$ cat config.mk
export PLATFORM = sky130hd
export DESIGN_NAME = hilo_div_seq
export DESIGN_NICKNAME = d
export VERILOG_FILES = /design/src/rtl/hilo_div_seq.sv
export SDC_FILE = /design/constraint.sdc
export NUM_CORES = 1
export LEC_CHECK = 0
export ABC_AREA = 1
export BUFFER_PORTS_ARGS = -buffer_cell sky130_fd_sc_hd__buf_2
export CORE_MARGIN = 4
export CORE_UTILIZATION = 45
export CTS_CLUSTER_DIAMETER = 100
export CTS_CLUSTER_SIZE = 10
export DETAILED_ROUTE_END_ITERATION = 10
export GPL_TIMING_DRIVEN = 0
export PLACE_DENSITY = 0.68
export SYNTH_ARGS = -nofsm -noshare
export SYNTH_HDL_FRONTEND = slang
export SYNTH_SLANG_ARGS = --single-unit
$ cat constraint.sdc
create_clock -name clk -period 8.9 [get_ports clk]
set_clock_uncertainty 0.2 [all_clocks]
set_input_delay 1.335 -clock clk [delete_from_list [all_inputs] [get_ports clk]]
set_output_delay 1.335 -clock clk [all_outputs]
set_load 0.1 [all_outputs]
$ cat src/rtl/hilo_div_seq.sv
// Iterative radix-2 restoring divider that sequences the EX-stage HI/LO write
// port for DIV/DIVU. Holds the pipeline while it runs, then emits one write
// pulse carrying {remainder, quotient}.
module hilo_div_seq #(
    parameter int WIDTH = 32
) (
    input  logic             clk,
    input  logic             rst,
    input  logic             start,
    input  logic             signed_div,
    input  logic [WIDTH-1:0] opdata1,
    input  logic [WIDTH-1:0] opdata2,
    input  logic             annul,
    output logic             stall_req,
    output logic             busy,
    output logic             result_valid,
    output logic [WIDTH-1:0] result_hi,
    output logic [WIDTH-1:0] result_lo
);

    localparam int CNT_W = (WIDTH > 1) ? $clog2(WIDTH) : 1;
    localparam logic [CNT_W-1:0] LAST_STEP = CNT_W'(WIDTH - 1);

    typedef enum logic [1:0] {
        IDLE = 2'd0,
        ZERO = 2'd1,
        RUN  = 2'd2,
        DONE = 2'd3
    } state_t;

    state_t           state_q, state_d;
    logic [CNT_W-1:0] cnt_q, cnt_d;
    logic [WIDTH-1:0] rem_q, rem_d;
    logic [WIDTH-1:0] dvd_q, dvd_d;
    logic [WIDTH-1:0] dvs_q, dvs_d;
    logic             neg_quo_q, neg_quo_d;
    logic             neg_rem_q, neg_rem_d;
    logic [WIDTH-1:0] res_hi_q, res_hi_d;
    logic [WIDTH-1:0] res_lo_q, res_lo_d;

    logic [WIDTH-1:0] abs1;
    logic [WIDTH-1:0] abs2;
    logic [WIDTH:0]   rem_shift;
    logic [WIDTH+1:0] trial;
    logic             no_borrow;
    logic [WIDTH-1:0] step_rem;
    logic [WIDTH-1:0] step_quo;

    // Operand magnitudes and one restoring step (shift, trial subtract, restore).
    always_comb begin
        abs1      = (signed_div && opdata1[WIDTH-1]) ? (~opdata1 + 1'b1) : opdata1;
        abs2      = (signed_div && opdata2[WIDTH-1]) ? (~opdata2 + 1'b1) : opdata2;
        rem_shift = {rem_q, dvd_q[WIDTH-1]};
        trial     = {1'b0, rem_shift} - {2'b00, dvs_q};
        no_borrow = ~trial[WIDTH+1];
        step_rem  = no_borrow ? trial[WIDTH-1:0] : rem_shift[WIDTH-1:0];
        step_quo  = {dvd_q[WIDTH-2:0], no_borrow};
    end

    // Next-state and datapath update; annul overrides everything and keeps results.
    always_comb begin
        state_d   = state_q;
        cnt_d     = cnt_q;
        rem_d     = rem_q;
        dvd_d     = dvd_q;
        dvs_d     = dvs_q;
        neg_quo_d = neg_quo_q;
        neg_rem_d = neg_rem_q;
        res_hi_d  = res_hi_q;
        res_lo_d  = res_lo_q;
        case (state_q)
            IDLE: begin
                if (start && !annul) begin
                    neg_quo_d = signed_div & (opdata1[WIDTH-1] ^ opdata2[WIDTH-1]);
                    neg_rem_d = signed_div & opdata1[WIDTH-1];
                    dvs_d     = abs2;
                    rem_d     = '0;
                    cnt_d     = '0;
                    if (opdata2 == '0) begin
                        state_d = ZERO;
                        dvd_d   = opdata1;
                    end else begin
                        state_d = RUN;
                        dvd_d   = abs1;
                    end
                end
            end
            ZERO: begin
                state_d  = DONE;
                res_lo_d = '1;
                res_hi_d = dvd_q;
            end
            RUN: begin
                rem_d = step_rem;
                dvd_d = step_quo;
                cnt_d = cnt_q + CNT_W'(1);
                if (cnt_q == LAST_STEP) begin
                    state_d  = DONE;
                    cnt_d    = '0;
                    res_lo_d = neg_quo_q ? (~step_quo + 1'b1) : step_quo;
                    res_hi_d = neg_rem_q ? (~step_rem + 1'b1) : step_rem;
                end
            end
            DONE: begin
                state_d = IDLE;
            end
            default: begin
                state_d = IDLE;
            end
        endcase
        if (annul) begin
            state_d  = IDLE;
            cnt_d    = '0;
            res_hi_d = res_hi_q;
            res_lo_d = res_lo_q;
        end
    end

    // State and datapath registers with synchronous reset.
    always_ff @(posedge clk) begin
        if (rst) begin
            state_q   <= IDLE;
            cnt_q     <= '0;
            rem_q     <= '0;
            dvd_q     <= '0;
            dvs_q     <= '0;
            neg_quo_q <= 1'b0;
            neg_rem_q <= 1'b0;
            res_hi_q  <= '0;
            res_lo_q  <= '0;
        end else begin
            state_q   <= state_d;
            cnt_q     <= cnt_d;
            rem_q     <= rem_d;
            dvd_q     <= dvd_d;
            dvs_q     <= dvs_d;
            neg_quo_q <= neg_quo_d;
            neg_rem_q <= neg_rem_d;
            res_hi_q  <= res_hi_d;
            res_lo_q  <= res_lo_d;
        end
    end

    // Status outputs; a kill in the DONE cycle squashes the HI/LO write.
    always_comb begin
        busy         = (state_q != IDLE);
        result_valid = (state_q == DONE) & ~annul;
        stall_req    = ~annul & (((state_q == IDLE) & start) | (state_q == ZERO) | (state_q == RUN));
        result_hi    = res_hi_q;
        result_lo    = res_lo_q;
    end

endmodule

==> results.json, run 1 <==
{
  "outcome": "completed",
  "layout-drive-gt1-share_pct": 12.0,
  "crit_buf_inv": 6,
  "fmax_mhz": 202,
  "yosysWarnings": 0,
  "syn_avg_cell_area_um2": 6.12,
  "cts_tree": "yes",
  "reg2reg_depth": 24,
  "synth_area_um2": 12900,
  "path_cells": "inv_1, ha_1, a21oi_1, nand2_1, nand2_1, nand2_1, a21oi_4, nand2_4, buf_4, inv_2, ha_1, inv_1, nor3_1, inv_1, nor3_2, nand4_1, inv_1, nand3_1, nor2_1, nand2_1, o21ai_2, o21ai_0, o311ai_1, a21oi_1",
  "worstSetupEndpointType": "register",
  "die_area_um2": 31600,
  "grt_pass1_vias": 13413,
  "ys_top_cells_by_count": "598 x nand2_1, 247 x a21oi_1, 234 x inv_1",
  "max-slew-margin-rel_pct": 26.6,
  "dp_hpwl_um": 38600,
  "power_density_nw_per_um2": 147,
  "crit_start": "dvs_q[28]",
  "cp.depth": 24,
  "fin_ws_ps": 3950,
  "irDropWorstVdd_uv": 134,
  "final_cell_area_um2": 14700,
  "pre_cts_ws_ps": 4100,
  "synth_top_area_share_pct": 26.1,
  "io_pins": 136,
  "clk_pin_slew_ps": 70,
  "cts-buffers-inserted": 17,
  "start_util_pct": 46.1,
  "synth_largest_area_cell": "dfxtp_1",
  "cts_max_path_buffers": 2,
  "syn2layout_area_growth_pct": 13.3,
  "cts-root-buf": "clkbuf_16",
  "nFillCells": 3043,
  "wl_per_cell_um": 17.8,
  "synthTopCellsByArea": "dfxtp_1 26%, nand2_1 17%, a21oi_1 9.5%",
  "regArea_um2": 3380,
  "critical_path_arrival_ps": 5050,
  "cp-start-kind": "register",
  "maxCapViolCount": 0,
  "drc": 0,
  "clkLatencyLatePin_ps": 440,
  "crit_end": "result_lo[30]",
  "critPathSlowestCell": "o311ai_1",
  "syn-instance-count": 2115,
  "io_buffers": 135,
  "fin_crit_ps": 4950,
  "layout.nets": 2381,
  "ys_ff_latch": 169,
  "worst-setup-path-type": "reg -> reg",
  "grt_setup_unrepaired": "no",
  "track_usage_pct": 29.7,
  "gp_congestion": 0.981,
  "die_w_um": 178,
  "grt_overflow": 0,
  "async_flop_share_pct": 0,
  "antenna_found_initial": 0,
  "postCtsSetupRepairBufs": 0,
  "hold_viol": 0,
  "ys_types": 56,
  "yosysMostFrequentCell": "nand2_1",
  "ctsHtreeMaxLevel": 4,
  "core_area_um2": 28100,
  "worstPathMaxFanout": 10,
  "wl_um": 47500,
  "power_uw": 2160,
  "first_pass_iters": 6,
  "tightestPinTransition_ps": 1100,
  "insertedDiodeCount": 0,
  "placed_area_um2": 14100,
  "die_y_um": 178,
  "hold_buffers": 0,
  "post-route-util_pct": 52.2,
  "yosysSeqAreaShare_pct": 26.1,
  "num_vias": 14544,
  "regToRegEndpoint": "result_lo[30]",
  "setup_viol": 0,
  "multi_input_area_um2": 8220,
  "ctsResizeCount": 0,
  "synth_nets": 2227,
  "tns_ps": 0,
  "cpPeakStageDelay_ps": 410,
  "r2r_slack_ps": 3950,
  "hold_class": "reg -> reg",
  "p_leak_uw": 0.00680,
  "ant_nets": 0,
  "cts.sinks": 169,
  "r2r_start": "dvs_q[28]",
  "critPathTopFamily": "compound AO/OA/AOI/OAI gates",
  "drtIter0Drc": 1676,
  "core.rowCount": 61,
  "grt_pass1_wl_um": 73100,
  "grt_max_degree": 17,
  "synth_enable_flop_cells": 0,
  "ys.flop_type": "dfxtp_1",
  "post_drt_via_cell_ratio": 5.47,
  "cp.required_ps": 9000,
  "finalCritPeriodShare_pct": 55.7,
  "maxSlewViolCount": 0
}
## registers in the layout (all words and copies together) (netlist names)
signal     count
cnt_q          5
dvd_q         32
dvs_q         32
neg_quo_q      1
neg_rem_q      1
rem_q         32
result_hi     32
result_lo     32
state_q        2
## worst reg2reg max path, delay by kind of cell, from the launching register on
family                   cells  cell delay [ps]
AO/OA/AOI/OAI                6             1500
AND/OR/NAND/NOR             10             1360
buffers and inverters        6              890
adder cells (fa/ha/maj)      2              560
flip-flops                   1              300
## placed cells by master (no fill, tap or decap), types with 3 or more instances in the layout
cell type,synthesis,routed
o311ai_0,3,3
buf_1,5,5
nor3_1,27,27
nand3b_1,4,4
inv_1,234,234
or2_1,4,4
nor4_1,6,6
xnor2_1,29,29
nor2_4,7,7
nor2_1,175,175
o221ai_1,7,7
clkbuf_16,0,17
a21oi_2,3,3
buf_2,5,140
nand2_1,598,598
nand3_1,126,126
o21ai_0,87,87
nand3_2,5,5
a21oi_1,247,247
nor2_2,15,15
clkinv_1,4,4
dfxtp_1,169,169
nand2_2,27,27
o21ai_2,3,3
nand4_1,31,31
inv_2,11,11
inv_6,0,5
inv_8,0,3
or2_2,8,8
a31oi_1,19,19
xor2_1,46,46
o21bai_1,5,5
nand2_4,8,8
o211ai_1,29,29
ha_1,42,42
o21ai_1,11,11
o31ai_1,14,14
clkbuf_1,75,77
## metrics by stage
| step | hold WS (ps) | instances |
|---|---|---|
| 6_report | 263 | 2660 |
| 5_1_grt | 281 | 2660 |
| 4_1_cts | 263 | 2660 |
| 3_5_place_dp | 253 | 2628 |
| 3_3_place_gp | 254 | 2628 |
| 2_1_floorplan | 245 | 2115 |
## power breakdown
part           leakage (uW)  internal [uW]  switching (uW)
Sequential          0.00137            787            29.8
Combinational       0.00515            162             421
Clock              0.000278            404             358
Total               0.00680           1350             809
## logic make-up after synthesis
kind of cell	after synthesis	synth area share (%)
xor gates and xnor gates	75	5.07
AOI/OAI and AO/OA	437	18.8
adders and majority gates	43	4.21
and+or+nand+nor	1050	35.4
DFF	169	26.1
buffers and inverters	341	10.4
## area by class of cell
type | instances | share of cell area [%]
multi-input combinational | 1605 | 56.0
sequential | 169 | 23.1
inverter | 250 | 6.41
timing repair buffer | 135 | 4.60
tap | 378 | 3.22
clock buffer | 20 | 3.04
buffer | 91 | 2.75
clock inverter | 12 | 0.895
## how the worst min path moves through the flow
stage,startpoint,end,slack (ps),cells after the start
global route,result_hi[4],result_hi[4],280,2
global placement,result_lo[19],result_lo[19],250,2
detailed placement,result_hi[4],result_hi[4],250,2
CTS,result_hi[4],result_hi[4],260,2
floorplan,cnt_q[4],cnt_q[4],250,2
finish,result_hi[4],result_hi[4],260,2
## routing by layer
layer	share of wire, %	vias to the layer above	track usage, %	routed length [um]
met1	46	6659	42.7	21800
met3	8.5	73	5.11	4060
met4	2.7	0	8.77	1290
li1	-	7205	-	-
met2	43	607	45.5	20300
met5	0	-	0	0
Note: power is estimated with default switching activity, not from simulation.
==> run 2: changes to the inputs <==
clock period = 4.6 ns   (was 8.9 ns; I/O delays follow)
==> run 2 against run 1 <==
Worst setup slack worse by 3700 ps. Maximum frequency up 14%. Worst hold slack about the same. Clock power up 93%. Count of clock-buffer cells in the layout unchanged. Via count up 0.52%. Combinational power up 99%. Critical path depth up 3. Sequential power up 93%. Critical endpoint unchanged. Largest cell class unchanged. Largest power group unchanged. Highest routed layer unchanged.
==> results.json, run 2 (synthesis gave the netlist of run 1 again) <==
{
  "p_leak_uw": 0.00683,
  "power_frac_comb_pct": 27.6,
  "irDropWorstVdd_uv": 256,
  "tightestPinTransition_ps": 1130,
  "core_area_um2": 28100,
  "setup_viol": 0,
  "fin_crit_ps": 4350,
  "post_drt_via_cell_ratio": 5.49,
  "die_y_um": 178,
  "wl_um": 47800,
  "layout_commonest_cell": "nand2_1",
  "dp_cells": 2628,
  "hold_viol": 0,
  "max-slew-margin-rel_pct": 24.4,
  "final_cell_mix": "597 x nand2_1, 244 x a21oi_1, 229 x inv_1",
  "critical_path_arrival_ps": 4510,
  "antenna_found_initial": 0,
  "first_pass_iters": 7,
  "critPathTopFamily": "simple AND/OR/NAND/NOR gates",
  "clkLatencyLatePin_ps": 440,
  "grt_setup_unrepaired": "no",
  "io_pins": 136,
  "worstPathMaxFanout": 10,
  "die_w_um": 178,
  "grt_overflow": 0,
  "maxSlewViolCount": 0,
  "clk_pin_slew_ps": 70,
  "hold_buffers": 0,
  "gp_congestion": 0.981,
  "drtIter0Drc": 1772,
  "r2r_slack_ps": 250,
  "cp.required_ps": 4760,
  "power_density_nw_per_um2": 283,
  "maxCapViolCount": 0,
  "cts-root-buf": "clkbuf_16",
  "swShare_pct": 37.4,
  "grt_pass1_vias": 13425,
  "hold_class": "reg -> reg",
  "cts_max_path_buffers": 2,
  "dp_hpwl_um": 38600,
  "num_vias": 14620,
  "grt_pass1_wl_um": 73200,
  "pre_cts_ws_ps": -196,
  "die_area_um2": 31600,
  "critPathSlowestCell": "ha_1",
  "cts-buffers-inserted": 17,
  "start_util_pct": 46.1,
  "instances_no_fill": 2665,
  "io_buffers": 135,
  "layout-drive-gt1-share_pct": 13.7,
  "cts.sinks": 169,
  "track_usage_pct": 29.7,
  "p_int_uw": 2640,
  "crit_buf_inv": 6,
  "core.rowCount": 61,
  "cpPeakStageDelay_ps": 360,
  "fmax_mhz": 230,
  "grt_max_degree": 17,
  "placed_area_um2": 14100,
  "wl_per_cell_um": 17.9,
  "clock_power_share_pct": 34.8,
  "syn2layout_area_growth_pct": 15.1,
  "ctsHtreeMaxLevel": 4,
  "path_common_cell": "nand2_1",
  "layout.nets": 2386,
  "insertedDiodeCount": 0,
  "p_switching_uw": 1580,
  "final_cell_area_um2": 14900,
  "worstSetupEndpointType": "register",
  "cts_tree": "yes",
  "drc": 0,
  "worst-setup-path-type": "reg -> reg",
  "fin_ws_ps": 251,
  "ant_nets": 0,
  "power_frac_seq_pct": 37.6,
  "outcome": "completed",
  "finalCritPeriodShare_pct": 94.5,
  "cp-start-kind": "register"
}
[run 2: cell count changes in the layout (fill, tap and decap cells not counted), moves of 5 or more]
cell,before,now
buf_4,2,7
dfxtp_1,169,164
dfxtp_2,0,5
ha_1,42,25
ha_2,0,9
ha_4,0,8
inv_1,234,229
[run 2: final cells by class]
class | count | area (um2)
multi-input cells | 1605 | 8410
repair buffers | 140 | 713
flip-flops and latches | 169 | 3390
inverters | 250 | 946
well taps | 378 | 473
plain buffers | 91 | 403
clock inverters | 12 | 131
clock buffers | 20 | 447
fillers | 3008 | 13200
[run 2: final timing paths]
| check | cells past startpoint | endpoint | start |
|---|---|---|---|
| hold reg to reg | 2 | result_lo[16] | result_lo[16] |
| setup / recovery | 27 | result_lo[30] | dvs_q[18] |
| hold / removal | 2 | result_lo[16] | result_lo[16] |
| setup reg to reg | 27 | result_lo[30] | dvs_q[18] |
[run 2: metal layers]
layer | share of wire, % | wire, um | global-route usage [%]
met1 | 46 | 22000 | 42.9
met2 | 43 | 20600 | 45.6
met3 | 8.4 | 4010 | 4.86
met4 | 2.6 | 1240 | 8.77
met5 | 0 | 0 | 0
[run 2: power groups by stage]
stage	logic, uW	clock network (uW)	registers [uW]
2_1_floorplan	689	0	1690
3_3_place_gp	1090	0	1610
3_5_place_dp	1100	0	1610
4_1_cts	1100	1470	1580
5_1_grt	1270	1530	1590
6_report	1160	1470	1580
[run 2: stage by stage]
stage                     utilization [%]  hold slack, ps  setup TNS [ps]  power (uW)
after floorplan                         -             245               0        2380
after global placement               50.2             254            -125        2700
after detailed placement             50.2             253            -210        2710
after CTS                            52.3             263               0        4150
after global routing                 53.1             281               0        4390
final                                53.1             264               0        4220
[run 2: timing repair]
action | CTS | global route
pin swaps | 1 | 7
buffers inserted | 1 | 4
setup endpoints to repair | 3 | 6
gates resized for setup | 5 | 39
[run 2: worst reg2reg max path: stages (launching register included)]
cell,delay [ps]
dfxtp_1,340
inv_1,100
ha_1,360
nand2_1,90
nand2_1,70
nand2_1,70
nand2_1,70
nand2_1,110
nand2b_4,70
a21oi_4,210
nand2_4,80
buf_4,190
inv_6,120
ha_1,180
inv_1,80
nor3_4,130
inv_1,100
nor3_4,220
nand4_1,170
inv_2,100
nand3_2,100
nor2_4,160
nand2_2,100
o21ai_4,200
o21ai_2,110
o211ai_1,220
o311ai_2,160
a21oi_1,150
